$ cat config.mk
export PLATFORM = sky130hd
export DESIGN_NAME = alu_mul_sequencer
export DESIGN_NICKNAME = d
export VERILOG_FILES = /design/src/rtl/alu_pkg.sv /design/src/rtl/alu_mul_sequencer.sv
export SDC_FILE = /design/constraint.sdc
export NUM_CORES = 1
export LEC_CHECK = 0
export CAP_MARGIN = 10
export CELL_PAD_IN_SITES_DETAIL_PLACEMENT = 0
export CELL_PAD_IN_SITES_GLOBAL_PLACEMENT = 1
export CORE_MARGIN = 5
export CORE_UTILIZATION = 30
export DETAILED_ROUTE_END_ITERATION = 16
export HOLD_SLACK_MARGIN = 0.02
export PLACE_DENSITY = 0.84
export SYNTH_ARGS = -nofsm -noshare
export SYNTH_HDL_FRONTEND = slang
export SYNTH_SLANG_ARGS = --single-unit
$ cat constraint.sdc
create_clock -name clk -period 2.05 [get_ports clk]
set_clock_uncertainty 0.2 [all_clocks]
set_input_delay 0.41 -clock clk [delete_from_list [all_inputs] [get_ports clk]]
set_output_delay 0.41 -clock clk [all_outputs]
set_load 0.01 [all_outputs]
$ cat src/rtl/alu_pkg.sv
// Shared ALU op encodings and the multiply sequencer state type.
package alu_pkg;
  typedef enum logic [1:0] {
    ALU_ADD  = 2'b00,
    ALU_SUB  = 2'b01,
    ALU_INC  = 2'b10,
    ALU_PASS = 2'b11
  } alu_op_t;

  typedef enum logic [1:0] {
    MS_IDLE,
    MS_RUN,
    MS_DONE
  } mul_state_t;
endpackage

$ cat src/rtl/alu_mul_sequencer.sv
// Unsigned shift-add multiplier driving the shared ALU for WIDTH steps; ALU_MUL_OVF_EN adds ovf.
// Latency: res_valid rises WIDTH+1 edges after accept, counting the accept edge itself.
// Backpressure: product held in DONE until res_ready; start_ready low outside IDLE.
module alu_mul_sequencer
  import alu_pkg::*;
#(
  parameter int WIDTH = 8
) (
  input  logic                 clk,
  input  logic                 rst_n,
  input  logic                 start_valid,
  output logic                 start_ready,
  input  logic [WIDTH-1:0]     op_a,
  input  logic [WIDTH-1:0]     op_b,
  output logic [WIDTH-1:0]     alu_a,
  output logic [WIDTH-1:0]     alu_b,
  output logic [1:0]           alu_s,
  output logic                 alu_c_in,
  input  logic [WIDTH-1:0]     alu_out,
  input  logic                 alu_c_out,
  output logic                 res_valid,
  input  logic                 res_ready,
  output logic [2*WIDTH-1:0]   product
`ifdef ALU_MUL_OVF_EN
  ,
  output logic                 ovf
`endif
);
  localparam int CW = $clog2(WIDTH + 1);

  mul_state_t       state, state_nxt;
  logic [WIDTH-1:0] mcand;
  logic [WIDTH-1:0] acc_hi;
  logic [WIDTH-1:0] acc_lo;
  logic [CW-1:0]    cnt;

  always_ff @(posedge clk or negedge rst_n) begin
    if (!rst_n) state <= MS_IDLE;
    else        state <= state_nxt;
  end

  always_comb begin
    state_nxt = state;
    case (state)
      MS_IDLE: if (start_valid)     state_nxt = MS_RUN;
      MS_RUN:  if (cnt == CW'(1))   state_nxt = MS_DONE;
      MS_DONE: if (res_ready)       state_nxt = MS_IDLE;
      default:                      state_nxt = MS_IDLE;
    endcase
  end

  // acc_lo doubles as the multiplier shift register: its LSB picks ADD vs PASS each step.
  always_ff @(posedge clk or negedge rst_n) begin
    if (!rst_n) begin
      mcand  <= '0;
      acc_hi <= '0;
      acc_lo <= '0;
      cnt    <= '0;
    end else if (state == MS_IDLE && start_valid) begin
      mcand  <= op_a;
      acc_hi <= '0;
      acc_lo <= op_b;
      cnt    <= CW'(WIDTH);
    end else if (state == MS_RUN) begin
      acc_hi <= {alu_c_out, alu_out[WIDTH-1:1]};
      acc_lo <= {alu_out[0], acc_lo[WIDTH-1:1]};
      cnt    <= cnt - CW'(1);
    end
  end

  always_comb begin
    start_ready = 1'b0;
    res_valid   = 1'b0;
    alu_a       = '0;
    alu_b       = '0;
    alu_s       = ALU_PASS;
    product     = '0;
    case (state)
      MS_IDLE: start_ready = 1'b1;
      MS_RUN: begin
        alu_a = acc_hi;
        alu_b = mcand;
        alu_s = acc_lo[0] ? ALU_ADD : ALU_PASS;
      end
      MS_DONE: begin
        res_valid = 1'b1;
        product   = {acc_hi, acc_lo};
      end
      default: ;
    endcase
  end

  assign alu_c_in = 1'b0;

`ifdef ALU_MUL_OVF_EN
  assign ovf = res_valid && (product[2*WIDTH-1:WIDTH] != '0);
`endif
endmodule

==> run summary <==
P&R area growth vs syn = 52.0%
Yosys top cell by area = dfrtp_1
CP startpoint kind = register
Die Y = 80.6 µm
Worst Hold Class = register to register
Slew Limit Fails = 0
Buffers & Inverters on Critical Path = 3
Synth async-reset ratio = 100%
pre-CTS setup slack = -0.0483 ns
largest net degree at the start of global routing = 31
Tot GR Track Use = 12.2%
row count = 25
Comb pwr share = 50.3%
TritonCTS Sinks = 30
EDFF count, synth = 0
Total Wirelength = 3820 µm
1st-iter DRT viols = 50
mean number of vias per cell = 4.35
DRC = 0
commonest cells in the netlist = 36 x nand2_1, 32 x and2_1, 30 x dfrtp_1, 10 x o21ai_0, 8 x a22oi_1
final-report hold violation count = 0
clock share of power = 14.4%
Root Buffer = clkbuf_8
CTS H-tree depth = 2
Final Cycle Share = 96.3%
Slowest cell on crit path = dfrtp_1
multi-input gate area in the final layout = 687 µm²
die width = 80.6 µm
share of the synthesized area in the top cell type = 50.3%
Placeable Area = 4790 µm²
IO Pins = 66
fraction of power consumed by sequential logic = 35.3%
WP data arrival = 1.37 ns
Routed WL per cell = 12.6 µm
First-pass DRT Iterations = 4
Seq/Total Area, Yosys = 50.3%
CTS buffer count = 5
CP required = 1.44 ns
RSZ-0062 raised after global routing = false
fin area = 2270 µm²
initial antenna violation count = 0
DRT antenna net count = 0
setup violators final = 0
CTS tree = built
min cycle time layout = 1.98 ns
WS Path Type = register to output port
PortBufs = 64
Power Total = 0.00302 W
Final WS setup = 0.0749 ns
RD Place Congestion = 0.764
crit-path cells = nor2b_4 > buf_4 > buf_6 > and2_1 > buf_2
Peak supply drop = 0.000663 V
total number of vias = 1322
P_leak = 1.10 nW
hold buffers post-CTS = 0
Synth Cell Area = 1490 µm²
switching power = 0.00110 W
dpl hpwl = 2870 µm
Initial Util = 31.2%
count of cell types in the netlist = 25
CP max FO = 9
worst-skew pair later-pin latency = 0.27 ns
WHS = 0.278 ns
fillcell total = 498
top cells by area, synth = dfrtp_1 50%, and2_1 13%, nand2_1 9.0%
critical path's largest stage delay = 0.41 ns
# nets final = 268
GRT Residual Overflow = 0
switching part of the total power = 36.4%
Post-Syn Instances = 155
full die area = 6490 µm²
delay-heaviest family, CP = flip-flops
count leader, synth = nand2_1
share of layout cells above drive strength 1 = 29.5%
Syn Area/Cell = 9.64 µm²
register area = 752 µm²
vias in the first global route = 1316
ys flop type = dfrtp_1
first-pass GRT wire length = 6090 µm
run status = finished, final reports clean
CP endpoint kind = output port
Max-Cap Viols = 0
Mapped Nets = 186
Power Dens Cells = 1330 nW/µm²
post-layout util = 47.5%
Yosys warning total = 0
fmax = 506 MHz
Power Internal = 0.00192 W
flops & latches, synth = 30
Ant. Diodes = 0
clk slew on worst S/H paths = 0.06 ns
dpl cell area = 2310 µm²
CTS Buffer Depth = 2
## cells in the final DEF, fill, tap and decap left out, types with 2 or more instances in the layout
cell and count:
ha_1 2, nand2_1 36, clkdlybuf4s50_1 28, clkbuf_2 10
dfrtp_1 29, a22oi_1 8, buf_6 3, clkbuf_1 2
clkbuf_8 5, o21ai_0 10, and2_1 32, o22ai_1 2
buf_2 22, clkdlybuf4s15_1 3, inv_1 3, nor2b_4 2
mux2_2 7, buf_4 17, nor2_1 3
## area by class of cell
cell class | instances | share of cell area (%)
Sequential cell | 30 | 33.1
Multi-Input combinational cell | 112 | 30.2
Timing Repair Buffer | 85 | 29.1
Tap cell | 67 | 3.69
Clock buffer | 7 | 3.36
Inverter | 3 | 0.496
## layer usage
layer  vias up  track usage, %  part of all wire [%]
li1        670               -                     -
met1       614            13.4                    41
met2        36            22.6                    52
met3         2            4.04                   7.0
met4         0            3.04                  0.37
met5         -               0                     0
## power groups by stage
stage	registers (W)	logic, W	clock network, W
after detailed placement	0.00108	0.00168	0
final	0.00107	0.00152	0.000434
after CTS	0.00107	0.00158	0.000459
after global placement	0.00107	0.00165	0
after floorplan	0.00103	0.000873	0
after global routing	0.00111	0.00170	0.000485
## cells by family (layout without fill, tap and decap cells)
group	count (synthesis)	after routing	share of synthesized area [%]
DFF	30	30	50.3
buffers and inverters	13	95	4.77
AOI/OAI and AO/OA	24	24	10.2
muxes	9	9	6.70
and+or+nand+nor	76	76	26.1
adders and majority gates	2	2	1.67
other	1	1	0.251
## flip-flops by register name (all words and copies together) (netlist names)
name    flops
acc_hi      8
acc_lo      8
mcand       8
cnt         4
state       2
## final timing paths
| path | start | end | slack (ns) | cells past startpoint |
|---|---|---|---|---|
| worst min register to register | cnt[3] | cnt[3] | 0.28 | 1 |
| max in group asynchronous | rst_n | state[1] | 1.03 | 2 |
| min in group asynchronous | rst_n | cnt[0] | 0.33 | 2 |
| worst max register to register | state[0] | mcand[0] | 0.26 | 5 |
| worst min-delay path | cnt[3] | cnt[3] | 0.28 | 1 |
| worst max-delay path | state[0] | alu_a[1] | 0.07 | 5 |
## what timing repair did
item	CTS	global route
buffers inserted	5	0
resized for setup	105	27
endpoints found under the setup margin	36	31
pin swaps	0	0
## through the flow
step | instances | setup TNS [ns]
6_report | 304 | 0
5_1_grt | 304 | 0
4_1_cts | 306 | -0.0154
3_5_place_dp | 294 | -0.478
3_3_place_gp | 294 | 0
2_1_floorplan | 155 | 0
(Power assumes the default switching activity.)
